`config.mk`:
```
export PLATFORM = sky130hd
export DESIGN_NAME = gat_bram_host_bridge
export DESIGN_NICKNAME = d
export VERILOG_FILES = /design/src/rtl/gat_pkg.sv /design/src/rtl/gat_load_channel.sv /design/src/rtl/gat_bram_host_bridge.sv
export SDC_FILE = /design/constraint.sdc
export NUM_CORES = 1
export LEC_CHECK = 0
export BUFFER_PORTS_ARGS = -buffer_cell sky130_fd_sc_hd__buf_4
export CORE_AREA = 3 3 210 212
export CTS_BUF_LIST = sky130_fd_sc_hd__clkbuf_2
export DETAILED_ROUTE_END_ITERATION = 10
export DIE_AREA = 0 0 213 215
export PLACE_DENSITY = 0.62
export SLEW_MARGIN = 20
export SYNTH_ARGS = -nofsm -noshare
export SYNTH_HDL_FRONTEND = slang
export SYNTH_SLANG_ARGS = --single-unit
```
`constraint.sdc`:
```
create_clock -name clk -period 7.88 [get_ports clk]
set_input_delay 0.788 -clock clk [delete_from_list [all_inputs] [get_ports clk]]
set_output_delay 0.788 -clock clk [all_outputs]
set_load 0.01 [all_outputs]
```
`src/rtl/gat_pkg.sv`:
```
// Shared definitions for the GAT BRAM host bridge: FSM state encoding and
// the bit layout of the status word.
package gat_pkg;

    typedef enum logic [1:0] {
        ST_IDLE = 2'd0,
        ST_LOAD = 2'd1,
        ST_RUN  = 2'd2,
        ST_DONE = 2'd3
    } gat_state_e;

    // status = {err_misalign[NUM_CH], ch_done[NUM_CH], state[1:0]}, LSB-packed
    localparam int STATUS_STATE_LSB = 0;
    localparam int STATUS_STATE_W   = 2;
    localparam int STATUS_DONE_LSB  = STATUS_STATE_LSB + STATUS_STATE_W;
    localparam int STATUS_W         = 32;

    // err_misalign sits directly above the per-channel done bits
    function automatic int status_err_lsb(input int num_ch);
        return STATUS_DONE_LSB + num_ch;
    endfunction

endpackage

```
`src/rtl/gat_load_channel.sv`:
```
// One host-loaded BRAM channel: drops misaligned writes (sticky error),
// forwards aligned writes word-addressed one cycle later, and counts them
// against the configured length to raise a sticky done flag.
module gat_load_channel #(
    parameter int DATA_W      = 32,
    parameter int BYTE_ADDR_W = 20,
    parameter int LEN_W       = 18
) (
    input  logic                   clk,
    input  logic                   rst_n,
    input  logic                   clear,
    input  logic                   start,
    input  logic                   load_en,
    input  logic [LEN_W-1:0]       cfg_len,
    input  logic                   wr_en,
    input  logic [BYTE_ADDR_W-1:0] wr_addr,
    input  logic [DATA_W-1:0]      wr_data,
    output logic                   core_wr_en,
    output logic [BYTE_ADDR_W-3:0] core_wr_addr,
    output logic [DATA_W-1:0]      core_wr_data,
    output logic                   ch_done,
    output logic                   err_misalign
);

    logic             aligned;
    logic             accept;
    logic             misalign;
    logic [LEN_W-1:0] cnt;
    logic [LEN_W-1:0] cnt_inc;

    assign aligned  = (wr_addr[1:0] == 2'b00);
    assign accept   = load_en & wr_en & aligned;
    assign misalign = load_en & wr_en & ~aligned;
    // saturate instead of wrapping so late writes never fake a fresh count
    assign cnt_inc  = (&cnt) ? cnt : cnt + LEN_W'(1);

    // registered word-addressed forward of every accepted write
    always_ff @(posedge clk or negedge rst_n) begin
        if (!rst_n) begin
            core_wr_en   <= 1'b0;
            core_wr_addr <= '0;
            core_wr_data <= '0;
        end else begin
            core_wr_en <= accept;
            if (accept) begin
                core_wr_addr <= wr_addr[BYTE_ADDR_W-1:2];
                core_wr_data <= wr_data;
            end
        end
    end

    // write counter with sticky done; a zero length is done at start
    always_ff @(posedge clk or negedge rst_n) begin
        if (!rst_n) begin
            cnt     <= '0;
            ch_done <= 1'b0;
        end else if (clear) begin
            cnt     <= '0;
            ch_done <= 1'b0;
        end else if (start) begin
            cnt     <= '0;
            ch_done <= (cfg_len == '0);
        end else if (accept) begin
            cnt <= cnt_inc;
            if (cnt_inc == cfg_len) ch_done <= 1'b1;
        end
    end

    // sticky misalignment flag, only host_clear or reset drops it
    always_ff @(posedge clk or negedge rst_n) begin
        if (!rst_n)        err_misalign <= 1'b0;
        else if (clear)    err_misalign <= 1'b0;
        else if (misalign) err_misalign <= 1'b1;
    end

endmodule

```
`src/rtl/gat_bram_host_bridge.sv`:
```
// Host-side bridge for the GAT core: sequences IDLE/LOAD/RUN/DONE, loads the
// per-channel BRAMs from host writes, starts the core, times the run, and
// passes host reads through to the core BRAM with a fixed-latency qualifier.
module gat_bram_host_bridge
    import gat_pkg::*;
#(
    parameter int NUM_CH      = 3,
    parameter int DATA_W      = 32,
    parameter int BYTE_ADDR_W = 20,
    parameter int LEN_W       = 18,
    parameter int RD_LAT      = 2
) (
    input  logic                            clk,
    input  logic                            rst_n,
    input  logic                            host_start,
    input  logic                            host_clear,
    input  logic                            host_layer,
    input  logic [NUM_CH*LEN_W-1:0]         cfg_len,
    input  logic [NUM_CH-1:0]               host_wr_en,
    input  logic [NUM_CH*BYTE_ADDR_W-1:0]   host_wr_addr,
    input  logic [NUM_CH*DATA_W-1:0]        host_wr_data,
    output logic [NUM_CH-1:0]               core_wr_en,
    output logic [NUM_CH*(BYTE_ADDR_W-2)-1:0] core_wr_addr,
    output logic [NUM_CH*DATA_W-1:0]        core_wr_data,
    output logic                            core_start,
    output logic                            core_layer,
    input  logic                            core_ready,
    input  logic                            host_rd_en,
    input  logic [BYTE_ADDR_W-1:0]          host_rd_addr,
    output logic [BYTE_ADDR_W-3:0]          core_rd_addr,
    input  logic [DATA_W-1:0]               core_rd_data,
    output logic [DATA_W-1:0]               host_rd_data,
    output logic                            host_rd_valid,
    output logic                            gat_ready,
    output logic [31:0]                     status,
    output logic [31:0]                     run_cycles
);

    localparam int WORD_W  = BYTE_ADDR_W - 2;
    localparam int ERR_LSB = status_err_lsb(NUM_CH);

    gat_state_e          state, state_nxt;
    logic                core_start_nxt;
    logic                start_acc;
    logic                load_en;
    logic [NUM_CH-1:0]   ch_done;
    logic [NUM_CH-1:0]   err_misalign;
    logic [RD_LAT:1]     vld_pipe;
    logic                rd_addr_unused;

    // clear always wins, and start is only honoured from IDLE
    assign start_acc = (state == ST_IDLE) & host_start & ~host_clear;
    assign load_en   = (state == ST_LOAD) & ~host_clear;

    for (genvar ch = 0; ch < NUM_CH; ch++) begin : g_ch
        gat_load_channel #(
            .DATA_W      (DATA_W),
            .BYTE_ADDR_W (BYTE_ADDR_W),
            .LEN_W       (LEN_W)
        ) u_ch (
            .clk          (clk),
            .rst_n        (rst_n),
            .clear        (host_clear),
            .start        (start_acc),
            .load_en      (load_en),
            .cfg_len      (cfg_len[ch*LEN_W +: LEN_W]),
            .wr_en        (host_wr_en[ch]),
            .wr_addr      (host_wr_addr[ch*BYTE_ADDR_W +: BYTE_ADDR_W]),
            .wr_data      (host_wr_data[ch*DATA_W +: DATA_W]),
            .core_wr_en   (core_wr_en[ch]),
            .core_wr_addr (core_wr_addr[ch*WORD_W +: WORD_W]),
            .core_wr_data (core_wr_data[ch*DATA_W +: DATA_W]),
            .ch_done      (ch_done[ch]),
            .err_misalign (err_misalign[ch])
        );
    end

    // state register
    always_ff @(posedge clk or negedge rst_n) begin
        if (!rst_n) state <= ST_IDLE;
        else        state <= state_nxt;
    end

    // next-state logic; the LOAD->RUN transition requests the core start pulse
    always_comb begin
        state_nxt      = state;
        core_start_nxt = 1'b0;
        if (host_clear) begin
            state_nxt = ST_IDLE;
        end else begin
            case (state)
                ST_IDLE: if (host_start) state_nxt = ST_LOAD;
                ST_LOAD: if (&ch_done) begin
                    state_nxt      = ST_RUN;
                    core_start_nxt = 1'b1;
                end
                ST_RUN:  if (core_ready) state_nxt = ST_DONE;
                default: state_nxt = state;
            endcase
        end
    end

    // core start pulse and layer select captured on an accepted start
    always_ff @(posedge clk or negedge rst_n) begin
        if (!rst_n) begin
            core_start <= 1'b0;
            core_layer <= 1'b0;
        end else begin
            core_start <= core_start_nxt;
            if (start_acc) core_layer <= host_layer;
        end
    end

    // saturating RUN-cycle counter, restarted by an accepted start
    always_ff @(posedge clk or negedge rst_n) begin
        if (!rst_n)                                    run_cycles <= '0;
        else if (start_acc)                            run_cycles <= '0;
        else if (state == ST_RUN && run_cycles != '1)  run_cycles <= run_cycles + 32'd1;
    end

    // read-valid shift register: bit k is host_rd_en delayed by k cycles
    always_ff @(posedge clk or negedge rst_n) begin
        if (!rst_n) begin
            vld_pipe <= '0;
        end else begin
            vld_pipe[1] <= host_rd_en;
            for (int i = 2; i <= RD_LAT; i++) vld_pipe[i] <= vld_pipe[i-1];
        end
    end

    assign core_rd_addr   = host_rd_addr[BYTE_ADDR_W-1:2];
    assign rd_addr_unused = ^host_rd_addr[1:0];
    assign host_rd_valid  = vld_pipe[RD_LAT];
    assign host_rd_data   = host_rd_valid ? core_rd_data : '0;
    assign gat_ready      = (state == ST_DONE);

    // status word assembly, unused upper bits held at zero
    always_comb begin
        status = '0;
        status[STATUS_STATE_LSB +: STATUS_STATE_W] = state;
        status[STATUS_DONE_LSB +: NUM_CH]          = ch_done;
        status[ERR_LSB +: NUM_CH]                  = err_misalign;
    end

endmodule

```
==> Yosys cells after proc, flatten, opt, wreduce, memory -nomap -nowiden <==
Cells that the tools add are included.
{ "totals": {"ff_bits": 251, "in_bits": 272, "out_inout_bits": 271, "wordCells": 121} }
{ "op_classes": {"add_sub_neg": 4, "eq_ne": 10, "mux": 41, "n_bitwise": 16, "reduce_logical": 27} }
{ "op_table": {"columns": ["cell", "n"], "rows": [
  ["2-to-1 mux 18 bit", 12],
  ["2-to-1 mux 32 bit", 3],
  ["adder 18 x 1 -> 18 bit, second input constant", 3],
  ["equality test 18 bit", 3],
  ["zero test 18 bit", 3],
  ["AND reduction 18 bit", 3],
  ["adder 32 x 1 -> 32 bit, second input constant", 1],
  ["inequality test 32 bit, second input constant", 1],
  ["2-to-1 mux 1 bit", 21],
  ["nonzero test 3 bit", 6],
  ["bitwise AND 1 bit", 12],
  ["zero test 2 bit", 4],
  ["2-to-1 mux 2 bit", 4],
  ["nonzero test 2 bit", 4],
  ["inequality test 3 bit, second input constant", 2],
  ["one-hot mux 2 bit (3 select lines)", 1],
  ["AND reduction 2 bit", 3],
  ["equality test 2 bit, second input constant", 2],
  ["inverter 1 bit", 4],
  ["AND reduction 4 bit", 1],
  ["nonzero test 4 bit", 1],
  ["inequality test 3 x 2 -> 1 bit, second input constant", 1],
  ["AND reduction 3 bit", 1],
  ["equality test 2 x 1 -> 1 bit, second input constant", 1],
  ["logical AND 1 bit", 1]
]} }

==> Depth between registers and ports, before layout <==
{ "logic_depth": {"word_depth": 7, "depth_mapped": 10, "ltp_nobuf": 10} }

==> Cells and area by module <==
Synthesis repeated with hierarchy kept, for this count alone.
{ "hier_totals": {"hier_cells": 1663, "area_unflattened_um2": 13775.7} }
{ "modules_own_cells": {"columns": ["mod", "n_inst", "cells_per_inst", "area_each_um2", "seq_area_each_um2"], "rows": [
  ["gat_load_channel", 3, 449, 3691.0, 1776.7],
  ["gat_bram_host_bridge", 1, 316, 2702.6, 950.9]
]} }

==> Worst setup path after synthesis <==
OpenSTA, ideal clock, no wires.
{ "synth_path": {"path_type": "reg2reg", "startpoint": "register g_ch[1].u_ch.cnt[0]", "endpoint": "register g_ch[1].u_ch.ch_done", "setup_ns": 0.076, "arrival_ns": 2.572, "t_required_ns": 7.804, "setup_slack_ns": 5.232, "path_stages_with_launch": 10, "n_path_buf": 1, "period_less_slack_ns": 2.648, "cell_sequence": "dfrtp_1 -> ha_1 -> nand3_2 -> or3_1 -> buf_2 -> or4_4 -> o211ai_2 -> nand4_1 -> or4_1 -> o21ai_1"} }
{ "synth_via": {"elab_chain_len": 5, "word_cells_on_any_way": 6, "cone_classes": "add/sub (1); eq/ne (1); mux (1); reduce/logical (3)"} }
{ "synth_rtl": {"columns": ["element", "line", "rtl"], "rows": [
  ["start, declared", "gat_load_channel.sv:28", "logic [LEN_W-1:0] cnt;"],
  ["start signal, assigned", "gat_load_channel.sv:64", "cnt <= cnt_inc;"],
  ["adder 18 x 1 -> 18 bit / AND reduction 18 bit (equally long branches)", "gat_load_channel.sv:35", "assign cnt_inc = (&cnt) ? cnt : cnt + LEN_W'(1);"],
  ["2-to-1 mux 18 bit *", "gat_load_channel.sv:35", null],
  ["equality test 18 bit *", "gat_load_channel.sv:65", "if (cnt_inc == cfg_len) ch_done <= 1'b1;"],
  ["nonzero test 3 bit (no line) *", null, null],
  ["AND reduction 2 bit (no line) *", null, null],
  ["end signal, assigned", "gat_load_channel.sv:62", "ch_done <= (cfg_len == '0);"],
  ["end, declared", "gat_load_channel.sv:21", "output logic ch_done,"]
]} }
Mark *: on every way between the ends. The rest lies on a longest branch, timed or not.
A chain may end at the register's enable or synchronous reset.

==> Worst setup path after layout <==
{ "layout_path": {"startpoint": "register state[1]", "endpoint": "register g_ch[1].u_ch.ch_done"} }
{ "layout_via": {"elab_chain_len": 6, "word_cells_on_any_way": 12, "cone_classes": "eq/ne (1); mux (2); bitwise (5); reduce/logical (4)"} }
{ "layout_rtl": {"columns": ["element", "line", "rtl"], "rows": [
  ["start, declared", "gat_bram_host_bridge.sv:42", "gat_state_e state, state_nxt;"],
  ["start signal, assigned", "gat_bram_host_bridge.sv:81", "else state <= state_nxt;"],
  ["equality test 2 x 1 -> 1 bit", "gat_bram_host_bridge.sv:53", "assign load_en = (state == ST_LOAD) & ~host_clear;"],
  ["bitwise AND 1 bit", "gat_bram_host_bridge.sv:53", null],
  ["bitwise AND 1 bit (2 in series)", "gat_load_channel.sv:32", "assign accept = load_en & wr_en & aligned;"],
  ["nonzero test 3 bit (no line)", null, null],
  ["AND reduction 2 bit (no line)", null, null]
]} }
Parallel ways exist; a longest one is shown, timed or not.

==> key figures <==
Global routing
  – Initial antenna violation count: 2
  – GRT overflow: 0
  – Global-route wire length before repair: 72300 um
  – Vias in the first global route: 13.8k
  – Total GRT Usage: 19.6%
  – Pin count of the biggest net entering global routing: 139

Synth
  – EDFF count, synth: 0
  – Leading area contributor after synthesis: dfrtp_1
  – Top post-synthesis cells by area: dfrtp_1, nand2_1, xnor2_1
  – Warnings from Yosys: 0
  – Synthesized area: 13300 um^2
  – Post-Syn Instances: 1576
  – Avg Inst Size Synth: 8.44 um^2
  – Synth top cells by count: nand2_1, dfrtp_1, nor2_1
  – #FFs+latches synth: 251
  – Most common cell in the netlist: nand2_1
  – Top_reg_cell synth: dfrtp_1
  – Register area share after synthesis: 47.2%
  – Distinct cells, synth: 70
  – Async set-reset flop share out of synthesis: 100%
  – Post-synth top area share: 47.2%

Timing
  – Least-Margin Pin Slew: 941 ps
  – Post-layout min period: 3660 ps
  – Fin Setup TNS: 0 ps
  – Highest clock rate: 273 MHz
  – Unrepaired setup endpoints after global routing: false
  – Final Max Tran Viols: 0
  – Hold Fails Final Rpt: 0
  – Final worst path period share: 46.5%
  – Clock Skews: 54.9 ps
  – Slew margin rel.: 37.3%
  – Finish-stage setup viols: 0

Setup path
  – FF-to-FF Start: state[1]
  – Worst path cell trace: inv_1, ha_1, nor2b_1, nand3_2, buf_4, clkinv_1, buf_4, o2111ai_1, a2111oi_0, nand4_1, or4_1, o21ai_1
  – Worst r2r path cells: 12
  – CP arrival: 4580 ps
  – CP max stage cell: buf_4
  – Reg-to-reg slack, setup: 4220 ps
  – Crit path kind: reg -> reg
  – Worst EP required: 8800 ps
  – Critical Path Most Common Cell: buf_4
  – Critical Path Fanout Max: 59
  – CP endpoint kind: flip-flop
  – Critical path's top delay family: simple AND/OR/NAND/NOR gates
  – Worst path max stage delay: 520 ps
  – Buffers & Inverters on Critical Path: 4
  – WP depth: 12
  – FF-to-FF End: g_ch[1].u_ch.ch_done
  – Worst setup SP type: flip-flop

Cells and area
  – Nets@finish: 2473
  – Utilization after layout: 45.9%
  – Design Area, Final: 19300 um^2
  – Area growth from synthesis to layout: 45.4%
  – Layout cells sized above 1: 27.9%

Route
  – Final ANT Viol Nets: 0
  – Iteration-0 DRC count of the detailed router: 794
  – DRC: 0
  – DRT Pass-1 Iters: 5
  – Post-DR wirelength/cell: 16.5 um
  – Via count: 13.5k
  – Via density per instance: 4.84
  – Post-Route WL: 45900 um

Worst hold path
  – HP Class: in -> reg
  – Worst Hold Endpoint: g_ch[2].u_ch.err_misalign
  – Hold Path Origin: host_wr_addr[40]
  – Hold path depth: 5

Clock network
  – Htree depth: 3
  – Worst skew pair latency: 970 ps
  – Clock transition at path regs: 120 ps
  – Post-CTS sizing: 0
  – Root Driver: clkbuf_2
  – Clk buf depth: 3
  – Clock sink count: 251
  – Hold Buf Count CTS: 159
  – CTS tree: yes
  – Setup bufs post-CTS: 0
  – CTS buffer count: 75

Power
  – Worst VDD drop: 159 uV
  – Tot Pwr: 0.00415 W
  – Leakage: 9.57 nW
  – PwrDens: 214 nW/um^2

Floorplanning
  – Chip Width: 213 um
  – Num rows: 75
  – Core area: 42100 um^2
  – IO Pins: 543
  – Initial Util: 31.6%
  – Die ar.: 45800 um^2
  – Chip Height: 215 um

Placement
  – I/O Buffers: 480
  – HPWL after DPL: 31400 um
  – Routability cong.: 0.903
  – Placed instance area: 17100 um^2

Run status
  – Status: complete, no violations

Job
  – Max cap viols: 0
==> per-stage QoR <==
stage / hold WS (ps) / setup slack, ps / cells
after floorplan: 331 / 5230 / 1599
after global placement: 338 / 3870 / 2494
after detailed placement: 347 / 3830 / 2494
after CTS: 2.87 / 3940 / 2778
after global routing: 40.7 / 3870 / 2783
final: 193 / 4220 / 2783
==> where the power goes <==
group | switching, W | total [W] | internal (W)
logic | 0.000649 | 0.00134 | 0.000687
registers | 0.000197 | 0.00180 | 0.00161
clock network | 0.000599 | 0.00101 | 0.000408
total | 0.00144 | 0.00415 | 0.00270
==> per-layer routing <==
metal,track usage (%),vias up,part of all wire [%]
li1,-,6466,-
met1,23.0,6332,40
met2,32.7,557,48
met3,5.85,116,8.0
met4,9.03,0,3.8
met5,0,-,0
==> tightest hold or removal path, delay by kind of cell <==
| family | cells | cell delay (ps) |
|---|---|---|
| and+or+nand+nor | 2 | 130 |
| buffers and inverters | 2 | 140 |
| AOI/OAI and AO/OA | 1 | 70 |
==> logic make-up after synthesis <==
family / Yosys count / synth area share [%]
other: 1 / 0.0282
adder cells (fa/ha/maj): 9 / 0.847
flip-flops: 251 / 47.2
buffers and inverters: 155 / 5.93
AND/OR/NAND/NOR: 884 / 30.0
AO/OA/AOI/OAI: 148 / 7.33
XOR/XNOR: 112 / 7.38
multiplexers: 16 / 1.23
==> state kept, by name (all words and copies together) (netlist names) <==
register / flops
g_ch.u_ch.core_wr_data: 96
g_ch.u_ch.cnt: 54
g_ch.u_ch.core_wr_addr: 54
run_cycles: 32
g_ch.u_ch.ch_done: 3
g_ch.u_ch.core_wr_en: 3
g_ch.u_ch.err_misalign: 3
state: 2
vld_pipe: 2
core_layer: 1
core_start: 1
==> cell type report <==
type / instances / area, um^2
fillers: 4042 / 22800
multi-input cells: 1193 / 6330
flip-flops and latches: 251 / 6280
repair buffers: 648 / 5300
well taps: 539 / 674
clock buffers: 99 / 495
clock inverters: 26 / 161
inverters: 23 / 86.3
diodes: 4 / 10.0
==> worst max path at each step <==
| stage | end | slack [ps] | from |
|---|---|---|---|
| 2_1_floorplan | g_ch[1].u_ch.ch_done | 5230 | g_ch[1].u_ch.cnt[0] |
| 3_3_place_gp | g_ch[0].u_ch.ch_done | 3870 | host_clear |
| 3_5_place_dp | g_ch[0].u_ch.ch_done | 3830 | host_clear |
| 4_1_cts | g_ch[0].u_ch.ch_done | 3940 | state[1] |
| 5_1_grt | g_ch[1].u_ch.ch_done | 3870 | state[1] |
| 6_report | g_ch[1].u_ch.ch_done | 4220 | state[1] |
==> cells in the final DEF (no fill, tap or decap), drive strengths merged, types with 25 or more instances in the layout <==
cell	netlist	routed
xnor2	58	58
nand4	41	41
a21oi	38	38
nand2	514	514
nor3	30	30
buf	72	489
dlygate4sd3	0	159
o21ai	38	38
dfrtp	251	251
nor4	31	31
clkbuf	60	99
and2	39	39
xor2	54	54
nand3	43	43
inv	23	25
nor2	103	103
No activity file was read; power rests on OpenSTA's default activity.
